## src/rtl/core_result_collector_pkg.sv

```systemverilog
// Shared types and constants for core_result_collector: FSM states, per-core
// slice widths, default bit positions and the minimum total width helper.
package collector_pkg;

    typedef enum logic [1:0] {
        RUN  = 2'd0,
        SUM  = 2'd1,
        DONE = 2'd2
    } state_t;

    localparam int RES_STROBE_BIT_DEF = 3;
    localparam int COMPLETE_BIT_DEF   = 0;
    localparam int STROBE_W           = 4;
    localparam int COMPLETE_W         = 8;

    // Narrowest total that can hold num_cores full-scale results.
    function automatic int min_sum_w(input int data_w, input int num_cores);
        return data_w + $clog2(num_cores);
    endfunction

endpackage

```

## src/rtl/core_result_collector_if.sv

```systemverilog
// Bundle of the jimmy-core result buses and the collector's outputs toward the
// output mux/display path.
interface core_result_collector_if
    import collector_pkg::*;
#(
    parameter int NUM_CORES = 2,
    parameter int DATA_W    = 8,
    parameter int SUM_W     = 10,
    parameter int CYC_W     = 32
);

    logic [STROBE_W*NUM_CORES-1:0]   out_strobe;
    logic [DATA_W*NUM_CORES-1:0]     result_bus;
    logic [COMPLETE_W*NUM_CORES-1:0] complete_bus;
    logic [DATA_W*NUM_CORES-1:0]     core_result;
    logic [SUM_W-1:0]                total;
    logic [CYC_W-1:0]                cycle_count;
    logic                            done;
    logic                            timeout;

    modport master (
        output out_strobe, result_bus, complete_bus,
        input  core_result, total, cycle_count, done, timeout
    );

    modport slave (
        input  out_strobe, result_bus, complete_bus,
        output core_result, total, cycle_count, done, timeout
    );

endinterface

```

## src/rtl/core_result_collector_capture.sv

```systemverilog
// strobe_fall_capture: samples one core's result while its strobe is high and
// commits the last sample to core_result once the strobe falls.
module strobe_fall_capture #(
    parameter int DATA_W = 8
) (
    input  logic              clk,
    input  logic              reset,
    input  logic              en,
    input  logic              strobe,
    input  logic [DATA_W-1:0] result,
    output logic [DATA_W-1:0] core_result,
    output logic [DATA_W-1:0] result_nxt
);

    logic              strb_p0;
    logic              strb_p1;
    logic [DATA_W-1:0] sample_p0;
    logic              fall_p1;

    assign fall_p1    = strb_p1 & ~strb_p0;
    // Exposes the value core_result takes at the next edge so the summer can
    // include a capture that lands in the first SUM cycle.
    assign result_nxt = (en && fall_p1) ? sample_p0 : core_result;

    always_ff @(posedge clk) begin
        if (reset) begin
            strb_p0     <= 1'b0;
            strb_p1     <= 1'b0;
            sample_p0   <= '0;
            core_result <= '0;
        end else begin
            // stage p0: strobe history and qualified sample
            strb_p0 <= strobe;
            if (strobe) begin
                sample_p0 <= result;
            end
            // stage p1: falling edge seen, commit the sample
            strb_p1     <= strb_p0;
            core_result <= result_nxt;
        end
    end

endmodule

```

## src/rtl/core_result_collector.sv

```systemverilog
// core_result_collector: captures strobed per-core results, times the run until
// all cores complete, then sums the results one core per cycle.
// Optional watchdog enabled by defining COLLECTOR_TIMEOUT_EN.
module core_result_collector
    import collector_pkg::*;
#(
    parameter int NUM_CORES      = 2,
    parameter int DATA_W         = 8,
    parameter int SUM_W          = 10,
    parameter int CYC_W          = 32,
    parameter int RES_STROBE_BIT = RES_STROBE_BIT_DEF,
    parameter int COMPLETE_BIT   = COMPLETE_BIT_DEF
`ifdef COLLECTOR_TIMEOUT_EN
    ,
    parameter logic [CYC_W-1:0] TIMEOUT_CYCLES = 32'd1_000_000
`endif
) (
    input logic                   clk,
    input logic                   reset,
    core_result_collector_if.slave bus
);

    localparam int IDX_W = (NUM_CORES > 1) ? $clog2(NUM_CORES) : 1;
    localparam logic [IDX_W-1:0] LAST_IDX = IDX_W'(NUM_CORES - 1);

    if (SUM_W < min_sum_w(DATA_W, NUM_CORES)) begin : g_sum_w_check
        $error("SUM_W too narrow for NUM_CORES results of DATA_W bits");
    end

    state_t               state;
    state_t               state_nxt;
    logic [IDX_W-1:0]     idx;
    logic [SUM_W-1:0]     acc;
    logic [SUM_W-1:0]     addend;
    logic [SUM_W-1:0]     total_r;
    logic [CYC_W-1:0]     cycle_count_r;
    logic                 done_r;
    logic [NUM_CORES-1:0] comp_bits;
    logic                 all_complete;
    logic                 tmo_hit;
    logic                 go_sum;
    logic                 cap_en;
    logic [DATA_W-1:0]    cr_nxt [NUM_CORES];

    for (genvar k = 0; k < NUM_CORES; k++) begin : g_core
        assign comp_bits[k] = bus.complete_bus[COMPLETE_W*k + COMPLETE_BIT];

        strobe_fall_capture #(.DATA_W(DATA_W)) u_cap (
            .clk         (clk),
            .reset       (reset),
            .en          (cap_en),
            .strobe      (bus.out_strobe[STROBE_W*k + RES_STROBE_BIT]),
            .result      (bus.result_bus[DATA_W*k +: DATA_W]),
            .core_result (bus.core_result[DATA_W*k +: DATA_W]),
            .result_nxt  (cr_nxt[k])
        );
    end

    assign all_complete = &comp_bits;
    assign go_sum       = all_complete | tmo_hit;
    // Captures stay live through the first SUM cycle, then freeze.
    assign cap_en       = (state == RUN) || ((state == SUM) && (idx == '0));
    assign addend       = SUM_W'(cr_nxt[idx]);

`ifdef COLLECTOR_TIMEOUT_EN
    logic tmo_flag;
    logic timeout_r;

    assign tmo_hit     = (cycle_count_r == TIMEOUT_CYCLES - 1'b1);
    assign bus.timeout = timeout_r;

    always_ff @(posedge clk) begin
        if (reset) begin
            tmo_flag  <= 1'b0;
            timeout_r <= 1'b0;
        end else begin
            if (state == RUN && !all_complete && tmo_hit) begin
                tmo_flag <= 1'b1;
            end
            if (state == SUM && idx == LAST_IDX) begin
                timeout_r <= tmo_flag;
            end
        end
    end
`else
    assign tmo_hit     = 1'b0;
    assign bus.timeout = 1'b0;
`endif

    always_ff @(posedge clk) begin
        if (reset) begin
            state <= RUN;
        end else begin
            state <= state_nxt;
        end
    end

    always_comb begin
        state_nxt = state;
        unique case (state)
            RUN:     if (go_sum) state_nxt = SUM;
            SUM:     if (idx == LAST_IDX) state_nxt = DONE;
            DONE:    state_nxt = DONE;
            default: state_nxt = RUN;
        endcase
    end

    always_ff @(posedge clk) begin
        if (reset) begin
            idx           <= '0;
            acc           <= '0;
            total_r       <= '0;
            cycle_count_r <= '0;
            done_r        <= 1'b0;
        end else begin
            unique case (state)
                RUN: begin
                    if (go_sum) begin
                        acc <= '0;
                        idx <= '0;
                    end else if (cycle_count_r != '1) begin
                        cycle_count_r <= cycle_count_r + 1'b1;
                    end
                end
                SUM: begin
                    acc <= acc + addend;
                    idx <= idx + 1'b1;
                    if (idx == LAST_IDX) begin
                        total_r <= acc + addend;
                        done_r  <= 1'b1;
                    end
                end
                default: ;
            endcase
        end
    end

    assign bus.total       = total_r;
    assign bus.cycle_count = cycle_count_r;
    assign bus.done        = done_r;

endmodule
```

## src/flat_wrapper.sv

```systemverilog
// flat-port wrapper written by rule: the top's interface ports become plain ports
module core_result_collector_flat import collector_pkg::*;
#(
    parameter int NUM_CORES      = 2,
    parameter int DATA_W         = 8,
    parameter int SUM_W          = 10,
    parameter int CYC_W          = 32,
    parameter int RES_STROBE_BIT = RES_STROBE_BIT_DEF,
    parameter int COMPLETE_BIT   = COMPLETE_BIT_DEF

)
  (clk, reset, bus_out_strobe, bus_result_bus, bus_complete_bus, bus_core_result, bus_total, bus_cycle_count, bus_done, bus_timeout);
  core_result_collector_if #(.NUM_CORES(NUM_CORES), .DATA_W(DATA_W), .SUM_W(SUM_W), .CYC_W(CYC_W)) bus_i ();
  input logic clk;
  input logic reset;
  input wire logic [$bits(bus_i.out_strobe)-1:0] bus_out_strobe;
  input wire logic [$bits(bus_i.result_bus)-1:0] bus_result_bus;
  input wire logic [$bits(bus_i.complete_bus)-1:0] bus_complete_bus;
  output wire logic [$bits(bus_i.core_result)-1:0] bus_core_result;
  output wire logic [$bits(bus_i.total)-1:0] bus_total;
  output wire logic [$bits(bus_i.cycle_count)-1:0] bus_cycle_count;
  output wire logic [$bits(bus_i.done)-1:0] bus_done;
  output wire logic [$bits(bus_i.timeout)-1:0] bus_timeout;
  assign bus_i.out_strobe = bus_out_strobe;
  assign bus_i.result_bus = bus_result_bus;
  assign bus_i.complete_bus = bus_complete_bus;
  assign bus_core_result = bus_i.core_result;
  assign bus_total = bus_i.total;
  assign bus_cycle_count = bus_i.cycle_count;
  assign bus_done = bus_i.done;
  assign bus_timeout = bus_i.timeout;
  core_result_collector #(.NUM_CORES(NUM_CORES), .DATA_W(DATA_W), .SUM_W(SUM_W), .CYC_W(CYC_W), .RES_STROBE_BIT(RES_STROBE_BIT), .COMPLETE_BIT(COMPLETE_BIT)) u_core (.clk(clk), .reset(reset), .bus(bus_i));
endmodule
```

## config.mk

```make
export PLATFORM = sky130hd
export DESIGN_NAME = core_result_collector_flat
export DESIGN_NICKNAME = d
export VERILOG_FILES = /design/src/rtl/core_result_collector_pkg.sv /design/src/rtl/core_result_collector_if.sv /design/src/rtl/core_result_collector_capture.sv /design/src/rtl/core_result_collector.sv /design/src/flat_wrapper.sv
export SDC_FILE = /design/constraint.sdc
export NUM_CORES = 1
export LEC_CHECK = 0
export ABC_CLOCK_PERIOD_IN_PS = 3900
export CORE_ASPECT_RATIO = 0.9
export CORE_MARGIN = 5
export CORE_UTILIZATION = 50
export DETAILED_ROUTE_END_ITERATION = 12
export PLACE_DENSITY = 0.89
export SYNTH_ARGS = -nofsm -noshare
export SYNTH_HDL_FRONTEND = slang
export SYNTH_SLANG_ARGS = --single-unit
```

## constraint.sdc

```tcl
create_clock -name clk -period 3.9 [get_ports clk]
set_clock_uncertainty 0.05 [all_clocks]
set_input_delay 0.585 -clock clk [delete_from_list [all_inputs] [get_ports clk]]
set_output_delay 0.585 -clock clk [all_outputs]
set_load 0.02 [all_outputs]
```

Word-level counts from Yosys, hierarchy flattened --
Index checks and enable logic that the tools add are counted.
Storage, ports and cells: register bits after elaboration 92, bits of input ports 42, output and inout port bits 60, word-level logic and storage cells 53
Cells by class: add/sub/neg operators 3, $lt $le $gt $ge 1, eq/ne operators 5, multiplexer cells 12, bitwise logic cells 7, reduce and logical (&&, ||, !) cells 11
Operator list (count):
- 2-to-1 mux 8 bit | 5
- adder 32 x 1 -> 32 bit, second input constant | 1
- inequality test 32 bit, second input constant | 1
- case mux 10 bit (2 select lines) | 1
- adder 10 x 8 -> 10 bit | 1
- 2-to-1 mux 10 bit | 1
- AND reduction 2 bit | 4
- case mux 2 bit (3 select lines) | 1
- 2-to-1 mux 2 bit | 2
- inequality test 2 x 1 -> 1 bit, second input constant | 2
- inverter 1 bit | 4
- logical AND 1 bit | 3
- AND reduction 3 bit | 1
- bitwise AND 1 bit | 2
- equality test 2 x 1 -> 1 bit, second input constant | 1
- equality test 2 bit, second input constant | 1
- >= comparator 2 bit, second input constant | 1
- logical NOT 2 bit | 1
- inverter 1 -> 2 bit | 1
- case mux 1 bit (2 select lines) | 1
- nonzero test 2 bit | 1
- adder 1 bit, second input constant | 1
- logical OR 1 bit | 1
- 2-to-1 mux 1 bit | 1

Depth between registers and ports, before layout --
Gate-level depths: netlist of run 1.
word-level depth 10, mapped depth 15, mapped depth without buffers 14

Modules after synthesis --
A second synthesis of run 1 with hierarchy kept.
Second synthesis, totals: cell total of the unflattened synthesis 512, area total of the unflattened synthesis 4683.2 um2
By module, submodules not included:
- core_result_collector | instances 1, cells each 364, area each 3064.2 um2, seq. area each 1121.1 um2
- strobe_fall_capture | instances 2, cells each 74, area each 809.5 um2, seq. area each 360.3 um2

Least setup slack after synthesis of run 1 --
No wires, ideal clock.
kind register -> register, start reg u_core.state[1], end reg u_core.acc[8], setup time 0.132 ns, arrival time 3.235 ns, data required time 3.718 ns, setup slack 0.483 ns, cell stages (with the launch flop) 16, path buffers 1, clock period less this slack 3.417 ns, path through dfxtp_1 -> inv_1 -> ha_1 -> nor2b_1 -> nor2_1 -> or3b_2 -> clkbuf_1 -> mux2i_1 -> mux2i_1 -> ha_1 -> fa_1 -> a21oi_1 -> o2111ai_1 -> o211ai_1 -> mux2i_1 -> a21oi_1
Between the ends: cells in the longest elaborated chain, start to end 10, elaborated cells on any way between the ends 16, classes of those cells add/sub: 1; eq/ne: 2; mux: 6; reduce/logical: 7
RTL lines:
- start: declaration | line core_result_collector.sv:30 | state_t state;
- start signal: assignment | line core_result_collector.sv:94 | state <= state_nxt;
- equality test 2 x 1 -> 1 bit | line core_result_collector.sv:62, core_result_collector.sv:116
- logical AND 1 bit | line core_result_collector.sv:62 | assign cap_en = (state == RUN) || ((state == SUM) && (idx == '0));
- logical OR 1 bit | line core_result_collector.sv:62
- logical AND 1 bit | line core_result_collector_capture.sv:23 | assign result_nxt = (en && fall_p1) ? sample_p0 : core_result;
- 2-to-1 mux 8 bit | line core_result_collector_capture.sv:23
- 2-to-1 mux 8 bit (not written as such) (3 in series) | line core_result_collector.sv:63 | assign addend = SUM_W'(cr_nxt[idx]);
- adder 10 x 8 -> 10 bit | line core_result_collector.sv:126 | acc <= acc + addend;
- case mux 10 bit (2 select lines) | line core_result_collector.sv:116 | unique case (state)
- end signal: assignment | line core_result_collector.sv:126
- end: declaration | line core_result_collector.sv:33 | logic [SUM_W-1:0] acc;
Parallel ways exist; a longest one is shown, timed or not. The select of a mux whose other input is x is not followed. A chain may end at the register's enable or synchronous reset.

Final worst setup path of run 1 --
start reg u_core.state[1], end reg u_core.acc[7]
Same word-level chain as after synthesis.

==> impl_metrics.ini, run 1 <==
[sta]
worst_pin_slew_ns = 1.15
fin_ws_ns = 0.185
relSlewSlack_pct = 23.5
report.final.slew_viol_count = 0
hold_viol_final = 0
period_share_pct = 95.3
max_clock_freq_mhz = 269
fin_tns_setup_ns = 0
setup_violations = 0
period_needed_ns = 3.71
rsz0062_at_grt = false

[critical_path]
cp-start-kind = flop
crit_slowest_cell = or3b_2
cp_data_arrival_time_ns = 3.93
critPathMaxStageDelay_ns = 0.53
crit_required_ns = 4.12
crit_type = flop to flop
cpLargestDelayFamily = simple AND/OR/NAND/NOR gates
crit_chain = inv_1, ha_1, nor2b_2, nor2_1, or3b_2, buf_4, mux2i_1, mux2i_1, ha_1, nand2_1, o21ai_0, nand2_1, xor2_1, o31ai_1
critPathBufInv = 2
setup.worst_path.end_class = flop
critPathMaxFanout = 8

[cells_and_area]
multi_input_area_um2 = 2430
postLayoutCellArea_um2 = 5510
area_growth_pct = 25.0
ff_latch_area_um2 = 1840
n_antenna_cell = 0
instances_no_fill = 689
drive_above_1_share_pct = 7.54
final_nets = 620
fillerInstances = 688

[synthesis]
synth_compound_area_share_pct = 11.7
yosysSeqAreaShare_pct = 41.8
yosys.area.top_type = dfxtp_1
synthTopCellsByArea = dfxtp_1, mux2i_1, nor2_1, ha_1, a21oi_1
yosys.area_share.simple_pct = 24.7
ys_async_sr_fraction_pct = 0
synth.distinct_cells = 51
synthMostInstantiatedCell = dfxtp_1
synth.cell_area_um2 = 4410
synth_top_area_share_pct = 41.8
synth_flop_cell = dfxtp_1
synthAdderAreaFrac_pct = 3.86
ys_top_cells_by_count = dfxtp_1, nor2_1, mux2i_1, a21oi_1, nand2_1
ys_ff_latch = 92
synth_top_family_by_area = simple AND/OR/NAND/NOR gates
yosysWarningCount = 0
postSynthCellCount = 495
muxShareOfSynthArea_pct = 11.5
synth_xor_area_share_pct = 2.98
avgSynthCellArea_um2 = 8.91
synth_edf_count = 0
synth_fp_nets = 550

[routing]
wl_mm = 10.6
drt_first_iter_violations = 231
ant_nets = 0
viasPerCell = 5.68
via_count = 3915
first_pass_iters = 5
post-route-drc-count = 0
post_drt_wl_per_cell_um = 15.5

[power]
power.leakage_nw = 2.08
combPwrFrac_pct = 18.3
power.internal_mw = 1.39
power_density_nw_per_um2 = 368
p_clk_share_pct = 31.7
ir_drop_uv = 230
switchingPower_uw = 641
power_switching_share_pct = 31.6
seqPwrFrac_pct = 50.0
finalPower_mw = 2.03

[place]
pre_cts_slack_ns = 0.141
placed_area_um2 = 5290
placed_cells = 671
place_congestion = 0.869
dp_hpwl_mm = 7.60
port_buffers = 80

[clocking]
clk_latency_ns = 0.37
numCtsBuffers = 9
clk_path_buf_depth = 2
cts_root_buffer = clkbuf_8
path_clk_slew_ns = 0.10
htreeDepth = 3
cts_tree = done
cts.sinks = 92

[job]
maxCapViolCount = 0

[die]
rows = 32
fp.dieW_um = 109
dieHeight_um = 99.1
core_um2 = 8610
dieArea_um2 = 10800
num_io_pins = 102
initial_core_util_pct = 51.2

[global_routing]
grt_max_degree = 68
antenna_found_initial = 0
grt_pass1_wl_mm = 17.0
grt_util_all_layers_pct = 19.3
grt_overflow = 0
grt_pass1_vias = 3557

[status]
status = completed

[worst_hold_path]
min_path_type = flop to flop
final timing paths:
check                      start             endpoint  slack, ns  cells after the start
max              u_core.state[1]        u_core.acc[7]       0.19                     14
min          u_core.bus.total[3]  u_core.bus.total[3]       0.41                      2
max reg2reg      u_core.state[1]        u_core.acc[7]       0.19                     14
min reg2reg  u_core.bus.total[3]  u_core.bus.total[3]       0.41                      2
state kept, by name, summed over array words and instances, names as in the netlist:
| signal | flops |
|---|---|
| u_core.bus.done | 1 |
| u_core.g_core.u_cap.core_result | 16 |
| u_core.g_core.u_cap.strb_p0 | 2 |
| u_core.bus.cycle_count | 32 |
| u_core.state | 2 |
| u_core.acc | 10 |
| u_core.g_core.u_cap.sample_p0 | 16 |
| u_core.idx | 1 |
| u_core.bus.total | 10 |
| u_core.g_core.u_cap.strb_p1 | 2 |
routing by layer:
| metal | vias to the layer above | global-route usage (%) | wire (µm) |
|---|---|---|---|
| met2 | 121 | 32.3 | 5160 |
| li1 | 1926 | - | - |
| met3 | 19 | 3.18 | 486 |
| met5 | - | 0 | 0 |
| met4 | 0 | 6.02 | 168 |
| met1 | 1849 | 25.4 | 4830 |
logic make-up (layout without fill, tap and decap cells):
| logic type | Yosys count | in the layout |
|---|---|---|
| simple gates | 203 | 203 |
| flops | 92 | 92 |
| mux | 50 | 50 |
| compound gates | 83 | 83 |
| xor+xnor | 15 | 15 |
| other cells | 1 | 1 |
| buf+inv | 38 | 113 |
| fa+ha+maj | 13 | 13 |
what timing repair did:
action | 4_1_cts | 5_1_grt
setup buffers | 0 | 2
hold buffers | 0 | 0
resized for setup | 0 | 4
setup endpoints to repair | 0 | 6
power by group through the flow:
stage               Clock (mW)  Sequential (mW)  Combinational [mW]
floorplan                    0             1.05               0.226
global placement             0             1.03               0.354
detailed placement           0             1.03               0.366
CTS                      0.662             1.01               0.368
global route             0.707             1.02               0.411
finish                   0.643             1.01               0.371
tightest hold or removal path, stage by stage (launching register included):
cell and delay (ns):
dfxtp_1 0.32, nand2_1 0.05, a21oi_1 0.05
placed cells by master (no fill, tap or decap), drive strengths merged, types with 9 or more instances in the layout:
cell type and n:
a21oi 27, buf 9, clkbuf 9, clkdlybuf4s50 79, dfxtp 92, ha 12
inv 14, mux2i 43, nand2 26, nand3 22, nand4 11, nor2 72
nor2b 13, o21ai 16, o31ai 9, or4 14, xnor2 10
stage by stage:
| stage | util [%] | hold WS (ns) |
|---|---|---|
| 6_report | 64.1 | 0.413 |
| 3_3_place_gp | 61.4 | 0.393 |
| 3_5_place_dp | 61.4 | 0.402 |
| 4_1_cts | 63.7 | 0.415 |
| 2_1_floorplan | - | 0.380 |
| 5_1_grt | 64.1 | 0.426 |
layout make-up:
class                   instances  area share [%]
flip-flops and latches         92            33.4
multi-input cells             365            44.1
clock buffers                   9            2.25
well taps                     119            2.70
repair buffers                 88            15.5
inverters                       9           0.613
clock inverters                 7            1.38
Note: power is estimated with default switching activity, not from simulation.
==> inputs of run 2 (changes only) <==
RECOVER_POWER = 25   (was unset)
==> impl_metrics.ini, run 2 (synthesized netlist as in run 1, its figures left out) <==
[global_routing]
grt_pass1_wl_mm = 17.0
grt_util_all_layers_pct = 19.3
grt_overflow = 0
grt_pass1_vias = 3557
grt_max_degree = 68
antenna_found_initial = 0

[critical_path]
r2r_setup_slack_ns = 0.21
setup.worst_path.end_class = flop
reg2reg_to = u_core.acc[8]
crit_slowest_cell = or3b_2
worstSetupStartpoint = u_core.state[1]
reg2reg_depth = 14
critPathMaxFanout = 7
critPathMaxStageDelay_ns = 0.53
cp_data_arrival_time_ns = 3.83
crit_required_ns = 4.05
crit_chain = inv_1, ha_1, nor2b_2, nor2_1, or3b_2, mux2i_2, mux2i_1, ha_1, fa_1, a21oi_2, o2111ai_1, o211ai_1, mux2i_1, a21oi_1
reg2reg_from = u_core.state[1]
cp-start-kind = flop
endpoint = u_core.acc[8]
crit_type = flop to flop

[sta]
rsz0062_at_grt = false
report.final.slew_viol_count = 0
period_share_pct = 94.6
hold_ws_ns = 0.410
max_clock_freq_mhz = 271
fin_tns_setup_ns = 0
worst_pin_slew_ns = 1.15
setup_violations = 0
fin_ws_ns = 0.211
relSlewSlack_pct = 23.4
hold_viol_final = 0
period_needed_ns = 3.69

[cells_and_area]
drive_above_1_share_pct = 7.02
final_cell_mix = dfxtp_1, nor2_1, clkdlybuf4s50_1, mux2i_1
fillerInstances = 694
ff_latch_area_um2 = 1840
multi_input_area_um2 = 2430
n_antenna_cell = 0
fin_util_pct = 63.9
layout_commonest_cell = dfxtp_1
final_nets = 620
largest_register_ffs = 32
area_growth_pct = 24.8

[power]
switchingPower_uw = 645
ir_drop_uv = 231
combPwrFrac_pct = 18.0
power.leakage_nw = 2.12
p_clk_share_pct = 32.0
seqPwrFrac_pct = 50.1
power.internal_mw = 1.38
finalPower_mw = 2.03
power_switching_share_pct = 31.8
power_density_nw_per_um2 = 368

[place]
place_congestion = 0.869
pre_cts_slack_ns = 0.141
port_buffers = 80
dp_hpwl_mm = 7.60

[die]
core_um2 = 8610
dieHeight_um = 99.1
initial_core_util_pct = 51.2
fp.dieW_um = 109
num_io_pins = 102
dieArea_um2 = 10800
rows = 32

[routing]
ant_nets = 0
viasPerCell = 5.70
drt_first_iter_violations = 241
post_drt_wl_per_cell_um = 15.3
post-route-drc-count = 0
via_count = 3928
first_pass_iters = 5
wl_mm = 10.6

[status]
status = completed

[clocking]
numCtsBuffers = 9
cts_tree = done
clk_path_buf_depth = 2
path_clk_slew_ns = 0.10
cts_hold_buf = 0
cts.sinks = 92
clk_latency_ns = 0.37
htreeDepth = 3
cts_root_buffer = clkbuf_8

[worst_hold_path]
min_path_type = flop to flop

[job]
maxCapViolCount = 0
## run 2: changes by cell type in the layout (fill, tap and decap cells not counted), sizes merged
| cell | before | now |
|---|---|---|
| dlygate4sd3 | 0 | 14 |
| buf | 9 | 6 |
| clkdlybuf4s50 | 79 | 65 |
| clkbuf | 9 | 12 |
## run 2: final cells by class
class,count,area share (%)
flip-flops and latches,92,33.5
inverters,9,0.614
repair buffers,88,15.3
clock inverters,7,1.39
well taps,119,2.71
clock buffers,9,2.25
multi-input cells,365,44.2
## run 2: critical path: cells and delay by family, from the launching register on
family	cells	cell delay [ns]
and+or+nand+nor	3	0.84
DFF	1	0.32
muxes	3	0.65
adders and majority gates	3	0.95
AOI/OAI and AO/OA	4	0.62
buffers and inverters	1	0.10
## run 2: worst min-delay path by stage
stage | slack (ns) | to | startpoint | cells past startpoint
floorplan | 0.38 | u_core.g_core[0].u_cap.strb_p1 | u_core.g_core[0].u_cap.strb_p0 | 1
CTS | 0.42 | u_core.bus.total[3] | u_core.bus.total[3] | 2
global placement | 0.39 | u_core.g_core[0].u_cap.strb_p1 | u_core.g_core[0].u_cap.strb_p0 | 1
finish | 0.41 | u_core.bus.total[3] | u_core.bus.total[3] | 2
global route | 0.42 | u_core.bus.total[1] | u_core.bus.total[1] | 2
detailed placement | 0.40 | u_core.bus.total[3] | u_core.bus.total[3] | 2
## run 2: per-layer routing
metal  track usage, %  wire [µm]  vias up
met5                0          0        -
met4             6.02        154        0
met3             3.18        570       14
met2             32.3       5100      138
met1             25.4       4750     1851
li1                 -          -     1925
## run 2: timing repair
| action | in CTS | in global routing |
|---|---|---|
| setup endpoints to repair | 0 | 6 |
| gates resized for setup | 0 | 4 |
| buffers inserted | 0 | 2 |
## run 2: metrics by stage
| step | std cells | instance area (µm²) |
|---|---|---|
| 2_1_floorplan | 495 | 4410 |
| 3_3_place_gp | 671 | 5290 |
| 3_5_place_dp | 671 | 5290 |
| 4_1_cts | 687 | 5490 |
| 5_1_grt | 689 | 5500 |
| 6_report | 689 | 5500 |
## run 2: power groups by stage
stage | combinational, mW | sequential, mW | clock [mW]
after floorplan | 0.226 | 1.05 | 0
after global placement | 0.354 | 1.03 | 0
after detailed placement | 0.366 | 1.03 | 0
after CTS | 0.368 | 1.01 | 0.662
after global routing | 0.404 | 1.02 | 0.707
final | 0.364 | 1.01 | 0.648
